[src/rtl/sfifo_pack_pkg.sv]
// Shared types and sizing helpers for the FIFO word packer.
package sfifo_pack_pkg;

  // RUN accepts words normally; FLUSH drains in-flight data and emits a partial beat.
  typedef enum logic {
    PK_RUN   = 1'b0,
    PK_FLUSH = 1'b1
  } pk_state_e;

  // Width needed to count 0..ratio words inclusive.
  function automatic int pk_cnt_w(input int ratio);
    return $clog2(ratio + 1);
  endfunction

endpackage

[src/rtl/pk_obuf.sv]
// Single-entry output register holding one packed beat behind a valid/ready handshake.
module pk_obuf #(
  parameter int DW    = 16,
  parameter int RATIO = 4
) (
  input  logic                  clk,
  input  logic                  rstn,
  input  logic                  load_i,
  input  logic [DW*RATIO-1:0]   data_i,
  input  logic [RATIO-1:0]      mask_i,
  input  logic                  rdy_i,
  output logic                  vld_o,
  output logic [DW*RATIO-1:0]   data_o,
  output logic [RATIO-1:0]      mask_o,
  output logic                  free_o
);

  logic                vld_q, vld_d;
  logic [DW*RATIO-1:0] data_q, data_d;
  logic [RATIO-1:0]    mask_q, mask_d;

  // The slot can take a new beat when empty or when the held one leaves this cycle.
  assign free_o = !vld_q || rdy_i;

  // Load wins over acceptance so a new beat can follow the old one with no bubble.
  always_comb begin
    vld_d  = vld_q;
    data_d = data_q;
    mask_d = mask_q;
    if (load_i) begin
      vld_d  = 1'b1;
      data_d = data_i;
      mask_d = mask_i;
    end else if (rdy_i) begin
      vld_d  = 1'b0;
    end
  end

  // Output beat register.
  always_ff @(posedge clk or negedge rstn) begin
    if (!rstn) begin
      vld_q  <= 1'b0;
      data_q <= '0;
      mask_q <= '0;
    end else begin
      vld_q  <= vld_d;
      data_q <= data_d;
      mask_q <= mask_d;
    end
  end

  assign vld_o  = vld_q;
  assign data_o = data_q;
  assign mask_o = mask_q;

endmodule

[src/rtl/sfifo_pack.sv]
// Pops words from a synchronous FIFO and packs RATIO of them into one wide beat,
// with an explicit flush that emits a masked partial beat.
module sfifo_pack
  import sfifo_pack_pkg::*;
#(
  parameter int DW    = 16,
  parameter int RATIO = 4
) (
  input  logic                  clk,
  input  logic                  rstn,
  input  logic                  fifo_empty,
  output logic                  fifo_re,
  input  logic [DW-1:0]         fifo_rd,
  input  logic                  pk_flush,
  output logic                  out_vld,
  input  logic                  out_rdy,
  output logic [DW*RATIO-1:0]   out_data,
  output logic [RATIO-1:0]      out_wmask,
  output logic                  flush_done,
  output logic                  busy
);

  localparam int            CW       = pk_cnt_w(RATIO);
  localparam logic [CW:0]   RATIO_W  = (CW+1)'(RATIO);
  localparam logic [CW-1:0] CNT_LAST = CW'(RATIO - 1);
  localparam logic [CW-1:0] CNT_FULL = CW'(RATIO);

  logic [DW-1:0]       acc_q [RATIO];
  logic [DW-1:0]       acc_d [RATIO];
  logic [CW-1:0]       cnt_q, cnt_d;
  logic                pend_q;
  pk_state_e           state_q, state_d;
  logic                flush_done_q, flush_done_d;

  logic                ob_free;
  logic                acc_done;
  logic                held_ld;
  logic                flush_ld;
  logic                ld;
  logic [DW*RATIO-1:0] ld_data;
  logic [RATIO-1:0]    ld_mask;

  // The last word of a beat bypasses acc and goes straight to the output register.
  assign acc_done = pend_q && (cnt_q == CNT_LAST) && ob_free;
  // A full acc that could not complete earlier leaves as soon as the output is free.
  assign held_ld  = (state_q == PK_RUN) && (cnt_q == CNT_FULL) && ob_free;
  // Flush emits whatever is held once no word is still in flight.
  assign flush_ld = (state_q == PK_FLUSH) && !pend_q && (cnt_q != '0) && ob_free;
  assign ld       = acc_done || held_ld || flush_ld;

  // Words already held plus the one in flight must leave room for the next pop.
  assign fifo_re = (state_q == PK_RUN) && !fifo_empty &&
                   ((({1'b0, cnt_q} + {{CW{1'b0}}, pend_q}) < RATIO_W) || acc_done);

  assign busy       = (cnt_q != '0) || pend_q || out_vld || (state_q != PK_RUN);
  assign flush_done = flush_done_q;

  // Assemble the beat to load: full beat with the landing word on top, or held words with unused lanes zeroed.
  always_comb begin
    ld_data = '0;
    ld_mask = '0;
    for (int i = 0; i < RATIO; i++) begin
      if (acc_done) begin
        ld_data[i*DW +: DW] = (i == RATIO - 1) ? fifo_rd : acc_q[i];
        ld_mask[i]          = 1'b1;
      end else if (CW'(i) < cnt_q) begin
        ld_data[i*DW +: DW] = acc_q[i];
        ld_mask[i]          = 1'b1;
      end
    end
  end

  // Accumulator capture and word count.
  always_comb begin
    acc_d = acc_q;
    cnt_d = cnt_q;
    if (ld) begin
      cnt_d = '0;
    end else if (pend_q) begin
      for (int i = 0; i < RATIO; i++) begin
        if (cnt_q == CW'(i)) acc_d[i] = fifo_rd;
      end
      cnt_d = cnt_q + CW'(1);
    end
  end

  // Flush sequencing: leave FLUSH once nothing is in flight and the held words are out.
  always_comb begin
    state_d      = state_q;
    flush_done_d = 1'b0;
    case (state_q)
      PK_RUN: begin
        if (pk_flush) state_d = PK_FLUSH;
      end
      PK_FLUSH: begin
        if (!pend_q && ((cnt_q == '0) || ob_free)) begin
          state_d      = PK_RUN;
          flush_done_d = 1'b1;
        end
      end
    endcase
  end

  // Control and accumulator registers.
  always_ff @(posedge clk or negedge rstn) begin
    if (!rstn) begin
      cnt_q        <= '0;
      pend_q       <= 1'b0;
      state_q      <= PK_RUN;
      flush_done_q <= 1'b0;
      for (int i = 0; i < RATIO; i++) acc_q[i] <= '0;
    end else begin
      cnt_q        <= cnt_d;
      pend_q       <= fifo_re;
      state_q      <= state_d;
      flush_done_q <= flush_done_d;
      for (int i = 0; i < RATIO; i++) acc_q[i] <= acc_d[i];
    end
  end

  pk_obuf #(
    .DW    (DW),
    .RATIO (RATIO)
  ) u_obuf (
    .clk    (clk),
    .rstn   (rstn),
    .load_i (ld),
    .data_i (ld_data),
    .mask_i (ld_mask),
    .rdy_i  (out_rdy),
    .vld_o  (out_vld),
    .data_o (out_data),
    .mask_o (out_wmask),
    .free_o (ob_free)
  );

endmodule

[config.mk]
export PLATFORM = sky130hd
export DESIGN_NAME = sfifo_pack
export DESIGN_NICKNAME = d
export VERILOG_FILES = /design/src/rtl/sfifo_pack_pkg.sv /design/src/rtl/pk_obuf.sv /design/src/rtl/sfifo_pack.sv
export SDC_FILE = /design/constraint.sdc
export NUM_CORES = 1
export LEC_CHECK = 0
export BUFFER_PORTS_ARGS = -buffer_cell sky130_fd_sc_hd__buf_2
export CAP_MARGIN = 20
export CELL_PAD_IN_SITES_DETAIL_PLACEMENT = 0
export CELL_PAD_IN_SITES_GLOBAL_PLACEMENT = 1
export CORE_MARGIN = 8
export CORE_UTILIZATION = 42
export CTS_CLUSTER_DIAMETER = 200
export DETAILED_ROUTE_END_ITERATION = 8
export GPL_TIMING_DRIVEN = 0
export HOLD_SLACK_MARGIN = 0.03
export PLACE_DENSITY = 0.82
export SLEW_MARGIN = 25
export SYNTH_ARGS = -nofsm -noshare
export SYNTH_HDL_FRONTEND = slang
export SYNTH_HIERARCHICAL = 1
export SYNTH_SLANG_ARGS = --single-unit
export TNS_END_PERCENT = 30
[constraint.sdc]
create_clock -name clk -period 2.3 [get_ports clk]
set_input_delay 0 -clock clk [delete_from_list [all_inputs] [get_ports clk]]
set_output_delay 0 -clock clk [all_outputs]
set_load 0.005 [all_outputs]
======== Word-level counts from Yosys, hierarchy flattened ========
Cells that the tools add are included.
W data, S select, Z words.
word-level totals
  bits in registers ....................... 139
  input port bits ......................... 21
  output and inout bits ................... 72
  logic and storage cells ................. 78
cells by class
  add/subtract/negate cells ............... 2
  order comparisons ....................... 5
  equality and inequality tests ........... 4
  muxes and demuxes ....................... 25
  bitwise operators ....................... 2
  reduce and logical (&&, ||, !) cells .... 29
operators with widths
  cell                   count
  $mux W16               8
  $mux W1                14
  $reduce_and A3 Y1      4
  $logic_and A1 B1 Y1    10
  $logic_or A1 B1 Y1     8
  $eq A3 B2 Y1 const B   2
  $lt A1 B3 Y1 const A   2
  $lt A2 B3 Y1 const A   2
  $mux W3                2
  $add A3 B1 Y4          1
  $lt A4 B3 Y1 const B   1
  $reduce_bool A2 Y1     2
  $add A3 B1 Y3 const B  1
  $eq A3 B1 Y1 const B   1
  $eq A3 B3 Y1 const B   1
  $logic_not A1 Y1       3
  $logic_not A3 Y1       1
  $reduce_bool A3 Y1     1
  $not A1 Y1             2
  $pmux W1 S2            1

======== Longest topological paths before layout ========
  word-level depth ........................ 7
  depth in mapped cells ................... 10
  mapped depth without buffers ............ 6

======== By module ========
Netlist, hierarchy kept.
modules (own cells, without submodules)
  module      times used  cells an instance  area an instance (sq um)  sequential area each (sq um)
  sfifo_pack  1           257                3,532.1                   1,751.7
  pk_obuf     1           147                2,597.5                   1,726.7

======== Least setup slack after synthesis ========
OpenSTA, ideal clock, no wires.
  kind .................................... reg2reg
  start point ............................. reg cnt_q[0]
  end point ............................... reg u_obuf.data_q[51], in the netlist u_obuf/data_o[51]
  setup time .............................. 125 ps
  data arrival time ....................... 2,138 ps
  required time ........................... 2,175 ps
  path slack .............................. 37 ps
  cell stages (with the launch flop) ...... 11
  path buffers ............................ 4
  period minus slack after synthesis ...... 2,263 ps
  cells stage by stage .................... dfrtp_1 > buf_4 > inv_1 > ha_1 > nor2b_1 > a2111oi_2 > or2_2 > buf_6 > buf_6 > buf_6 > mux2_4
between the ends
  longest elaborated chain between the ends .. 5
RTL lines
  what                                                        line                                text
  start: declaration                                          sfifo_pack.sv:30                    logic [CW-1:0] cnt_q, cnt_d;
  start signal: assignment                                    sfifo_pack.sv:113                   cnt_q <= cnt_d;
  $eq A3 B2 Y1 / $eq A3 B3 Y1 (equally long branches)         sfifo_pack.sv:44, sfifo_pack.sv:46
  $logic_and A1 B1 Y1, on equally long branches (2 in a row)  sfifo_pack.sv:44, sfifo_pack.sv:46
  $logic_or A1 B1 Y1                                          sfifo_pack.sv:49                    assign ld = acc_done || held_ld || flush_ld;
  $logic_or A1 B1 Y1 (*)                                      sfifo_pack.sv:49
  net ld                                                      sfifo_pack.sv:39                    logic ld;
  end signal: assignment                                      pk_obuf.sv:47                       data_q <= data_d;
  end: declaration                                            pk_obuf.sv:19                       logic [DW*RATIO-1:0] data_q, data_d;
Mark *: on every way through the listed nets, which the timed path passes. The rest lies on a longest branch.
A chain may end at the register's enable or synchronous reset.

======== Worst setup path in the final report ========
  start point ............................. reg cnt_q[1]
  end point ............................... reg u_obuf.data_q[51], in the netlist u_obuf/data_o[51]
Same word-level chain as after synthesis.

==> results.toml <==
[yosys]
synth_area_leaders = "dfrtp_1 57%, mux2_2 15%, mux2_4 12%, nor2b_1 5.0%, a22o_1 2.3%"
synth_nets = 428
syn_inst = 404
synth-seq-cells = 139
netlist.area_leader.share_pct = 56.7
yosys.cell_count.top_type = "dfrtp_1"
synth_top_flop_cell = "dfrtp_1"
ys_seq_area_share_pct = 56.7
avgSynthCellArea_um2 = 15.2
synth.distinct_cells = 35
synth_top_cell_by_area = "dfrtp_1"
syn-cell-area_um2 = 6130
synth_commonest_cells = "139 x dfrtp_1, 83 x mux2_2, 49 x mux2_4, 49 x nor2b_1, 16 x a22o_1"
async_flop_share_pct = 100
yosysWarnings = 6
synth_enable_flop_cells = 0

[placement]
gp_congestion = 0.772
place_hpwl_um = 9610
portBuffers = 92
dpl_cell_area_um2 = 6860
dp.cells = 681

[sta]
setup-violations-final = 0
fin_crit_sh_pct = 97.9
fmax_mhz = 444
slew_violations = 0
finClkSkew_ns = 0.00704
relSlewSlack_pct = 59.1
post-route-min-period_ns = 2.25
hold_viol_final = 0
finalHoldWorstSlack_ns = 0.0530
tightestPinTransition_ns = 0.611

[global_routing]
grt_max_degree = 99
grt_pass1_vias = 4044
overflow = 0
antenna_found_initial = 0
grt_pass1_wl_um = 22400
grt_usage_pct = 16.1

[floorplanning]
io_pins = 93
dieWidth_um = 137
die_h_um = 137
core_area_um2 = 14400
start_util_pct = 42.5
die_area_um2 = 18700
num_rows = 44

[pwr]
p_sw_uw = 3160
p_int_uw = 7390
leakage_uw = 0.00391
p_clk_share_pct = 25.1
peakVddDrop_mv = 0.795
combPwrFrac_pct = 38.8
switching_share_pct = 29.9
seqPwrFrac_pct = 36.1
powerDensity_nw_per_um2 = 1350
power_uw = 10600

[detailed_routing]
wirelength_um = 14100
drc = 0
via_per_inst = 4.98
drt-wirelength-per-cell_um = 18.9
firstDrtPassIters = 4
via_count = 3707
ant_nets = 0
drt-initial-drc-count = 204

[critical_path]
cp-start-kind = "flop"
required_ns = 2.61
crit_type = "reg -> reg"
critPathCaptureType = "flop"
arrival_ns = 2.56
ff2ff_setup_slack_ns = 0.05
path_max_fanout = 8

[min_path]
hp-class = "in -> async"

[layout]
antenna_cells = 0
regArea_um2 = 3480
final_cells = 745
syn_to_final_growth_pct = 27.8
drive_gt1_share_pct = 54.4
multi_input_area_um2 = 2420
layout.nets = 572
final_cell_area_um2 = 7840
fill_cells = 1211

[clock_tree]
cts_tree = "done"
htreeDepth = 4
cts_buffer_depth = 2
clkTransAtPathRegs_ns = 0.06
clk_latency_ns = 0.42
root_buffer = "clkbuf_16"
cts_made_buffers = 17
clock_sinks = 139

[run_status]
outcome = "finished clean"

[job]
maxCapViolCount = 0
[sequential cells by signal, indices dropped and copies added (netlist names)]
| register | flops |
|---|---|
| u_obuf/vld_o | 1 |
| acc_q | 64 |
| u_obuf/mask_o | 4 |
| cnt_q | 3 |
| flush_done | 1 |
| state_q | 1 |
| pend_q | 1 |
| u_obuf/data_o | 64 |
[cell families after synthesis]
kind of cell | Yosys count | synth area share (%)
DFF | 139 | 56.7
muxes | 133 | 27.4
and+or+nand+nor | 75 | 7.65
buffers and inverters | 32 | 4.39
AOI/OAI and AO/OA | 21 | 3.04
adders and majority gates | 3 | 0.612
xor gates and xnor gates | 1 | 0.143
[power groups by stage]
stage	Sequential [uW]	Clock [uW]	Combinational [uW]
finish	3810	2650	4100
global route	3920	2820	4420
CTS	3810	2700	4080
detailed placement	3830	0	3660
global placement	3790	0	3540
floorplan	3740	0	2610
[stage by stage]
stage | utilization (%) | setup TNS [ns] | setup slack [ns]
finish | 54.3 | 0 | 0.0484
global route | 54.3 | -0.0248 | -0.00787
CTS | 53.9 | 0 | 0.0116
detailed placement | 47.5 | -20.29 | -0.371
global placement | 47.3 | -95.66 | -0.586
floorplan | - | 0 | 0.0365
[final cells by class]
type                       instances  share of cell area, %
inverter                           6                  0.287
buffer                            26                   3.58
clock buffer                      19                   5.78
sequential                       139                   44.4
multi-input combinational        233                   30.9
tap                              184                   2.94
clock inverter                    13                   1.60
timing repair buffer             125                   10.5
[cell usage in the layout, fill, tap and decap left out, types with 3 or more instances in the layout]
cell             n
nand2b_1         3
inv_1            4
dfrtp_1        139
dlygate4sd3_1   20
and3_1           4
clkbuf_1         3
mux2_4          49
a22o_1          16
buf_4           15
mux2_2          83
buf_6            9
nor2b_1         48
clkbuf_16       17
nand2_1          3
clkinv_2         8
buf_2           94
buf_12           6
nor2_1           4
[metal layers]
| layer | global-route usage [%] | vias up | wire length [um] |
|---|---|---|---|
| li1 | - | 1694 | - |
| met1 | 20.7 | 1914 | 6310 |
| met2 | 25.2 | 85 | 6850 |
| met3 | 6.02 | 14 | 795 |
| met4 | 4.41 | 0 | 143 |
| met5 | 0 | - | 0 |
[timing repair]
action | 4_1_cts | 5_1_grt
pin swaps | 3 | 2
resized for setup | 16 | 3
gates cloned | 1 | 0
endpoints found under the setup margin | 69 | 45
hold buffers | 20 | 0
buffers inserted | 5 | 6
endpoints found under the hold margin | 215 | 0
[worst max-delay path, stage by stage, from the launching register on]
cell and delay (ns):
dfrtp_1 0.39, buf_6 0.14, inv_2 0.07, ha_4 0.15
nor2_1 0.06, a2111oi_4 0.36, or2_4 0.19, buf_6 0.12
buf_12 0.10, bufbuf_16 0.26, mux2_4 0.29
[worst paths after layout]
check,cells after the start,end,start
max,10,u_obuf/data_o[51],cnt_q[1]
min,2,u_obuf/data_o[18],rstn
max reg2reg,10,u_obuf/data_o[51],cnt_q[1]
min in group clk,3,state_q,pk_flush
min reg2reg,1,acc_q[61],acc_q[61]
max in group asynchronous,3,u_obuf/data_o[23],rstn
Power figures use the tool's default switching activity.
